<file path="src/rtl/seven_seg_scan_if.sv">
// Bus between a datapath and the seven-segment scan driver: display data
// and load strobe flow in, the registered display pins and frame tick flow out.
interface seven_seg_scan_if #(
  parameter int NUM_DIGITS = 4
);
  logic [4*NUM_DIGITS-1:0] digits;
  logic [NUM_DIGITS-1:0]   dp_in;
  logic [NUM_DIGITS-1:0]   digit_en;
  logic                    blank_lz;
  logic                    load;
  logic [6:0]              seg;
  logic                    dp;
  logic [NUM_DIGITS-1:0]   anode;
  logic                    frame_tick;

  // Datapath side: supplies values to display, observes the pins.
  modport master (
    output digits, dp_in, digit_en, blank_lz, load,
    input  seg, dp, anode, frame_tick
  );

  // Driver side.
  modport slave (
    input  digits, dp_in, digit_en, blank_lz, load,
    output seg, dp, anode, frame_tick
  );
endinterface

</file>
<file path="src/rtl/seven_seg_scan.sv">
// Time-multiplexed common-anode seven-segment driver. Display data is
// captured into shadow registers only at frame boundaries so a frame is
// never drawn from a mix of old and new values.
module seven_seg_scan #(
  parameter int NUM_DIGITS  = 4,
  parameter int REFRESH_DIV = 100000,
  parameter int CNT_W       = 17
) (
  input  logic             clk,
  input  logic             rst_n,
  seven_seg_scan_if.slave  bus
);

  localparam int               IDX_W    = (NUM_DIGITS > 1) ? $clog2(NUM_DIGITS) : 1;
  localparam logic [CNT_W-1:0] TC_VAL   = CNT_W'(REFRESH_DIV - 1);
  localparam logic [IDX_W-1:0] LAST_IDX = IDX_W'(NUM_DIGITS - 1);

  logic [CNT_W-1:0]        cnt;
  logic [IDX_W-1:0]        idx;
  logic                    tc;
  logic                    boundary;

  logic [4*NUM_DIGITS-1:0] sh_digits;
  logic [NUM_DIGITS-1:0]   sh_dp;
  logic [NUM_DIGITS-1:0]   sh_en;
  logic                    sh_blank_lz;
  logic                    pending;

  logic                    zero_run;
  logic [NUM_DIGITS-1:0]   lz_blank;
  logic [3:0]              cur_nib;
  logic                    blank;
  logic [NUM_DIGITS-1:0]   anode_nx;
  logic [6:0]              seg_nx;
  logic                    dp_nx;

  // Active-low {g,f,e,d,c,b,a} glyphs for hex 0..F.
  function automatic logic [6:0] seg_lut(input logic [3:0] nib);
    case (nib)
      4'h0: seg_lut = 7'b1000000;
      4'h1: seg_lut = 7'b1111001;
      4'h2: seg_lut = 7'b0100100;
      4'h3: seg_lut = 7'b0110000;
      4'h4: seg_lut = 7'b0011001;
      4'h5: seg_lut = 7'b0010010;
      4'h6: seg_lut = 7'b0000010;
      4'h7: seg_lut = 7'b1111000;
      4'h8: seg_lut = 7'b0000000;
      4'h9: seg_lut = 7'b0010000;
      4'hA: seg_lut = 7'b0001000;
      4'hB: seg_lut = 7'b0000011;
      4'hC: seg_lut = 7'b1000110;
      4'hD: seg_lut = 7'b0100001;
      4'hE: seg_lut = 7'b0000110;
      default: seg_lut = 7'b0001110;
    endcase
  endfunction

  assign tc       = (cnt == TC_VAL);
  assign boundary = tc && (idx == LAST_IDX);

  // Refresh prescaler: counts 0..REFRESH_DIV-1 and wraps.
  always_ff @(posedge clk or negedge rst_n) begin
    // NOTE: state registers use non-blocking assignment so every flop samples pre-edge values.
    if (!rst_n)  cnt <= '0;
    else if (tc) cnt <= '0;
    else         cnt <= cnt + 1'b1;
  end

  // Scan index: steps one digit per terminal count, wraps after the last digit.
  always_ff @(posedge clk or negedge rst_n) begin
    if (!rst_n)  idx <= '0;
    else if (tc) idx <= (idx == LAST_IDX) ? '0 : idx + 1'b1;
  end

  // Shadow capture at frame boundaries; loads seen mid-frame are remembered as pending.
  always_ff @(posedge clk or negedge rst_n) begin
    if (!rst_n) begin
      sh_digits   <= '0;
      sh_dp       <= '0;
      sh_en       <= '0;
      sh_blank_lz <= 1'b0;
      pending     <= 1'b0;
    end else if (boundary) begin
      if (pending || bus.load) begin
        sh_digits   <= bus.digits;
        sh_dp       <= bus.dp_in;
        sh_en       <= bus.digit_en;
        sh_blank_lz <= bus.blank_lz;
      end
      pending <= 1'b0;
    end else if (bus.load) begin
      pending <= 1'b1;
    end
  end

  // Next-pin decode for the digit under the scan index.
  always_comb begin
    // NOTE: every variable gets a default before any conditional write, so no latch is inferred.
    zero_run = 1'b1;
    lz_blank = '0;
    anode_nx = '1;
    seg_nx   = 7'h7F;
    dp_nx    = 1'b1;
    // A digit is a leading zero when it and every more significant digit are zero.
    for (int k = NUM_DIGITS - 1; k >= 0; k--) begin
      zero_run    = zero_run & (sh_digits[4*k +: 4] == 4'h0);
      lz_blank[k] = sh_blank_lz & zero_run & (k != 0);
    end
    cur_nib = sh_digits[int'(idx)*4 +: 4];
    blank   = !sh_en[idx] || lz_blank[idx];
    if (!blank) begin
      anode_nx[idx] = 1'b0;
      seg_nx        = seg_lut(cur_nib);
      dp_nx         = ~sh_dp[idx];
    end
  end

  // Registered pins: lag the index by one cycle, glitch-free at the board.
  always_ff @(posedge clk or negedge rst_n) begin
    if (!rst_n) begin
      bus.seg        <= 7'h7F;
      bus.dp         <= 1'b1;
      bus.anode      <= '1;
      bus.frame_tick <= 1'b0;
    end else begin
      bus.seg        <= seg_nx;
      bus.dp         <= dp_nx;
      bus.anode      <= anode_nx;
      bus.frame_tick <= boundary;
    end
  end

endmodule

</file>
<file path="src/flat_wrapper.sv">
// flat-port wrapper written by rule: the top's interface ports become plain ports
module seven_seg_scan_flat 
#(
  parameter int NUM_DIGITS  = 4,
  parameter int REFRESH_DIV = 100000,
  parameter int CNT_W       = 17
)
  (clk, rst_n, bus_digits, bus_dp_in, bus_digit_en, bus_blank_lz, bus_load, bus_seg, bus_dp, bus_anode, bus_frame_tick);
  seven_seg_scan_if #(.NUM_DIGITS(NUM_DIGITS)) bus_i ();
  input  logic clk;
  input  logic rst_n;
  input wire logic [$bits(bus_i.digits)-1:0] bus_digits;
  input wire logic [$bits(bus_i.dp_in)-1:0] bus_dp_in;
  input wire logic [$bits(bus_i.digit_en)-1:0] bus_digit_en;
  input wire logic [$bits(bus_i.blank_lz)-1:0] bus_blank_lz;
  input wire logic [$bits(bus_i.load)-1:0] bus_load;
  output wire logic [$bits(bus_i.seg)-1:0] bus_seg;
  output wire logic [$bits(bus_i.dp)-1:0] bus_dp;
  output wire logic [$bits(bus_i.anode)-1:0] bus_anode;
  output wire logic [$bits(bus_i.frame_tick)-1:0] bus_frame_tick;
  assign bus_i.digits = bus_digits;
  assign bus_i.dp_in = bus_dp_in;
  assign bus_i.digit_en = bus_digit_en;
  assign bus_i.blank_lz = bus_blank_lz;
  assign bus_i.load = bus_load;
  assign bus_seg = bus_i.seg;
  assign bus_dp = bus_i.dp;
  assign bus_anode = bus_i.anode;
  assign bus_frame_tick = bus_i.frame_tick;
  seven_seg_scan #(.NUM_DIGITS(NUM_DIGITS), .REFRESH_DIV(REFRESH_DIV), .CNT_W(CNT_W)) u_core (.clk(clk), .rst_n(rst_n), .bus(bus_i));
endmodule
</file>
<file path="config.mk">
export PLATFORM = sky130hd
export DESIGN_NAME = seven_seg_scan_flat
export DESIGN_NICKNAME = d
export VERILOG_FILES = /design/src/rtl/seven_seg_scan_if.sv /design/src/rtl/seven_seg_scan.sv /design/src/flat_wrapper.sv
export SDC_FILE = /design/constraint.sdc
export NUM_CORES = 1
export LEC_CHECK = 0
export BUFFER_PORTS_ARGS = -buffer_cell sky130_fd_sc_hd__buf_4
export CORE_ASPECT_RATIO = 1.25
export CORE_UTILIZATION = 33
export DETAILED_ROUTE_END_ITERATION = 12
export GPL_TIMING_DRIVEN = 1
export MAX_ROUTING_LAYER = met4
export PLACE_DENSITY = 0.56
export SLEW_MARGIN = 20
export SYNTH_ARGS = -nofsm -noshare
export SYNTH_HDL_FRONTEND = slang
export SYNTH_SLANG_ARGS = --single-unit
</file>
<file path="constraint.sdc">
create_clock -name clk -period 3.65 [get_ports clk]
set_clock_uncertainty 0.05 [all_clocks]
set_input_delay 0.5475 -clock clk [delete_from_list [all_inputs] [get_ports clk]]
set_output_delay 0.5475 -clock clk [all_outputs]
set_load 0.05 [all_outputs]
</file>
==> Word level (Yosys, flattened, before mapping) <==
Memories as Yosys holds them, arrays and structs flattened.
Index checks and enable logic that the tools add are counted.
{ "totals": {"register_bits": 58, "latch_bits": 0, "ramBits": 0, "mem_bits_ro": 112, "in_bits": 28, "out_inout_bits": 13, "memories": 1} }
{ "memory_table": {"columns": ["memory", "depth", "word_bits", "rd", "rd_clocked_by_memory_dff", "write_ports", "line", "rtl"], "rows": [
  ["(no name shown)", 16, 7, 1, 0, 0, "seven_seg_scan.sv:39", "case (nib)"]
]} }
{ "op_classes": {"addsub": 2, "multipliers": 0, "div": 0, "order_cmp": 2, "n_eq_ne": 2, "shifts": 1, "mux": 15, "bitwise_logic": 7, "n_reduce_logical": 10} }
{ "ops": {"columns": ["operator", "count"], "rows": [
  ["$add A17 B1 Y17 const B", 1],
  ["$eq A17 B17 Y1 const B", 1],
  ["$mux W17", 1],
  ["$shiftx A16 B5 Y4", 1],
  ["$logic_not A4 Y1", 3],
  ["$mux W1", 7],
  ["$mux W7", 1],
  ["$bmux W1 S2", 3],
  ["$and A1 B1 Y1", 5],
  ["$mux W4", 1],
  ["$not A4 Y4", 1],
  ["$lt A2 B3 Y1 const B", 1],
  ["$add A2 B1 Y2 const B", 1],
  ["$demux W1 S2", 1],
  ["$eq A2 B2 Y1 const B", 1],
  ["$ge A2 B1 Y1 const B", 1],
  ["$logic_and A1 B1 Y1", 2],
  ["$logic_or A1 B1 Y1", 2],
  ["$mux W2", 1],
  ["$reduce_and A2 Y1", 1],
  ["$reduce_bool A2 Y1", 1],
  ["$logic_not A1 Y1", 1],
  ["$not A1 Y1", 1]
]} }

==> Depth between registers and ports, before layout <==
{ "logic_depth": {"word_depth": 8, "mapped_depth": 9, "ltp_nobuf": 7} }

==> Least setup slack after synthesis <==
No wires, ideal clock.
{ "synth_path": {"kind": "flip-flop to flip-flop", "start": "register u_core.idx[0]", "end": "register u_core.bus.seg[0]", "setup_ns": 0.111, "arrival_ns": 2.413, "t_required_ns": 3.489, "setup_slack_ns": 1.076, "path_stages_with_launch": 9, "path_buffers": 1, "synth_period_minus_slack_ns": 2.574, "cell_sequence": "dfrtp_1 -> buf_1 -> mux4_2 -> inv_1 -> ha_1 -> inv_1 -> a221oi_1 -> a21oi_1 -> o311ai_0"} }
{ "synth_via": {"elab_chain_cells": 5, "word_cells_on_any_way": 9} }
{ "synth_lines": {"columns": ["item", "line", "rtl"], "rows": [
  ["start, declared", "seven_seg_scan.sv:19", "logic [IDX_W-1:0] idx;"],
  ["start signal, assigned", "seven_seg_scan.sv:73", "else if (tc) idx <= (idx == LAST_IDX) ? '0 : idx + 1'b1;"],
  ["branches (longest 4 deep; another with $mem_v2 Z16 W7)", null, null],
  ["$mux W7 (*)", "seven_seg_scan.sv:112", "if (!blank) begin"],
  ["net u_core.seg_nx[0]", "seven_seg_scan.sv:34", "logic [6:0] seg_nx;"],
  ["end signal, assigned", "seven_seg_scan.sv:127", "bus.seg <= seg_nx;"],
  ["end, declared", "seven_seg_scan_if.sv:25", "output seg, dp, anode, frame_tick"]
]} }
Mark *: on every way through the listed nets, which the timed path passes. The select of a mux whose other input is x is not followed.
A chain may end at the register's enable or synchronous reset.

==> Worst setup path after layout <==
Same ends and word-level chain as after synthesis.

==> run_results.csv <==
group,metric,value,unit
cts,clk_path_buf_depth,2,
die,rows,37,
critical_path,critical-path-max-stage-delay,0.72,ns
die,ios,41,
sta,max_slew_margin,40.18,%
cts,cts_tree,"built",
logic_synthesis,ys.flop_type,"dfrtp_1",
sta,rsz0062_at_grt,"false",
critical_path,startpoint_type,"flip-flop",
critical_path,crit_top_cell,"inv_1",
placed_design,hpwl,3.886,mm
sta,slew_viol_final,0,
sta,worst_hold_slack,0.2284,ns
sta,fin_tns_setup,0,ns
sta,final_hold_viol_count,0,
logic_synthesis,synthesis.area,2814,sq um
pwr,p_leak,0.001516,uW
logic_synthesis,ys_ff_latch,58,
grt,grt_pass1_vias,1811,
placed_design,port_buffers,40,
cells_and_area,final_nets,317,
sta,fin_crit_sh,75.76,%
critical_path,end_kind,"flip-flop",
routing,vias,1893,
cells_and_area,area_delta_synth_final,20.01,%
logic_synthesis,synth.avg_cell_area,12.08,sq um
critical_path,cpMaxStageDelayCell,"dfrtp_1",
cells_and_area,drive_above_1_share,34.98,%
grt,gr-total-overflow,0,
status,outcome,"finished clean",
critical_path,critPathRequiredTime,3.81,ns
critical_path,worst-path-stages,7,
flow_run,maxCapViolCount,0,
cells_and_area,layout_commonest_cell,"dfrtp_1",
critical_path,ff2ff_setup_slack,0.88,ns
logic_synthesis,ys_warn_count,0,
sta,fin_crit,2.765,ns
pwr,switchingPower,250.8,uW
cts,clk_pin_slew_worst_paths,0.06,ns
critical_path,r2r_cells,7,
cts,cts_sinks,58,
routing,routedWlPerCell,14.75,um
routing,dr.pass1.iters,8,
critical_path,critical_path_peak_fanout,14,
critical_path,cp.arrival,2.92,ns
die,dieArea,8903,sq um
die,die_h,105.2,um
routing,drc_errors,0,
grt,grt_pass1_wl,9.101,mm
pwr,power_density,354.7,nW/um^2
pwr,clock_power_share,43.4,%
logic_synthesis,syn_nets,272,
die,die_w,84.60,um
placed_design,routabilityCongestion,0.7961,
pwr,internal-power,947.2,uW
critical_path,path_buf_inv,2,
routing,first_iter_violations,130,
routing,wirelength,5.605,mm
cts,cts_hold_buffers,0,
logic_synthesis,yosysSeqAreaShare,52.11,%
cts,clk_latency,0.33,ns
die,start_util,34.15,%
critical_path,worstPathCellList,"mux4_2, inv_1, ha_1, inv_1, a221oi_1, a21oi_1, o311ai_0",
min_path,hp-class,"in2async",
pwr,finalPower,1198,uW
cts,cts_setup_buffers,0,
die,core_area,8240,sq um
pwr,seq_power_share,53.7,%
routing,final_antenna_net_count,0,
cts,cts_resized,0,
pwr,switching_share,20.94,%
cts,h-tree-depth,3,
sta,worst_slew_pin_slew,0.8724,ns
sta,fmax,361.6,MHz
pwr,ir_drop,0.0001459,V
cells_and_area,fillers,803,
cells_and_area,insertedDiodeCount,0,
grt,grt_usage,14.06,%
routing,viasPerCell,4.982,
critical_path,crit_family,"flip-flops",
cts,root_buffer,"clkbuf_8",
grt,antenna_found_initial,0,
logic_synthesis,asyncSetResetFlopFracSynth,100.0,%
logic_synthesis,synth-edff-count,0,
cts,cts_buffers,9,
critical_path,crit_type,"reg2reg",
cells_and_area,mostFrequentLayoutCells,"46 x dfrtp_1, 43 x buf_4, 27 x mux2_2, 21 x nand2_1, 18 x nor2_1",
grt,grt_max_degree,59,
pwr,p_comb_share,2.9,%
sta,setup_viol,0,
logic_synthesis,synthCells,233,
logic_synthesis,ys_types,36,
[per-stage QoR]
stage	setup WS, ns	cells	utilization [%]	cell area (sq um)
floorplan	1.076	233	-	2814
global placement	1.003	364	38.92	3207
detailed placement	0.8885	364	38.92	3207
CTS	0.8574	380	40.98	3377
global route	0.6525	380	40.98	3377
finish	0.8847	380	40.98	3377
[worst reg2reg max path: stages (launching register included)]
cell      delay (ns)
dfrtp_1         0.72
mux4_2          0.64
inv_1           0.16
ha_1            0.24
inv_1           0.11
a221oi_1        0.28
a21oi_1         0.10
o311ai_0        0.34
[metal layers]
metal	up-vias	share of wire (%)	GRT usage (%)
met5	-	0	-
li1	921	-	-
met3	8	2.9	2.976
met4	0	1.4	7.627
met1	933	46	17.25
met2	31	50	21.72
[synthesized netlist by cell type (all sizes together) (7+ instances only)]
master,n,share of area (%)
ha,11,4.9
inv,7,0.93
dfstp,12,11
nand2,21,2.8
nor2,18,2.4
dfrtp,46,41
mux2i,7,2.5
mux2,28,11
xnor2,9,2.8
nand3,9,1.6
xor2,8,2.5
[final timing paths]
| check | end | startpoint |
|---|---|---|
| min in group clk | u_core.sh_digits[5] | bus_digits[5] |
| worst min register to register | u_core.cnt[0] | u_core.cnt[0] |
| worst max-delay path | u_core.bus.seg[0] | u_core.idx[0] |
| max in group asynchronous | u_core.cnt[3] | rst_n |
| worst max register to register | u_core.bus.seg[0] | u_core.idx[0] |
| worst min-delay path | u_core.cnt[4] | rst_n |
[power groups by stage]
| stage | Sequential (uW) | Combinational, uW | Clock (uW) |
|---|---|---|---|
| floorplan | 655 | 0.233 | 0 |
| global placement | 655 | 35.9 | 0 |
| detailed placement | 655 | 36.0 | 0 |
| CTS | 644 | 36.1 | 541 |
| global route | 643 | 38.7 | 571 |
| finish | 644 | 34.5 | 520 |
[kinds of logic (layout without fill, tap and decap cells)]
group | Yosys count | in the layout | share of synthesized area (%)
flip-flops | 58 | 58 | 52.11
XOR/XNOR | 17 | 17 | 5.291
AND/OR/NAND/NOR | 70 | 70 | 12.76
multiplexers | 39 | 39 | 16.90
AO/OA/AOI/OAI | 22 | 22 | 5.291
buffers and inverters | 16 | 66 | 2.757
adder cells (fa/ha/maj) | 11 | 11 | 4.891
[registers in the layout, indices dropped and copies added (netlist names)]
signal / cells
u_core.sh_digits: 16
u_core.sh_blank_lz: 1
u_core.bus.anode: 4
u_core.bus.dp: 1
u_core.bus.seg: 7
u_core.bus.frame_tick: 1
u_core.cnt: 17
u_core.pending: 1
u_core.sh_en: 4
u_core.idx: 2
u_core.sh_dp: 4
[cell type report]
cell class	instances	area [sq um]	area share (%)
clock buffer	16	170.2	5.039
inverter	7	26.28	0.7781
multi-input combinational	159	1270	37.61
sequential	58	1466	43.42
tap	97	121.4	3.594
timing repair buffer	43	322.8	9.559
Note: power is estimated with default switching activity, not from simulation.
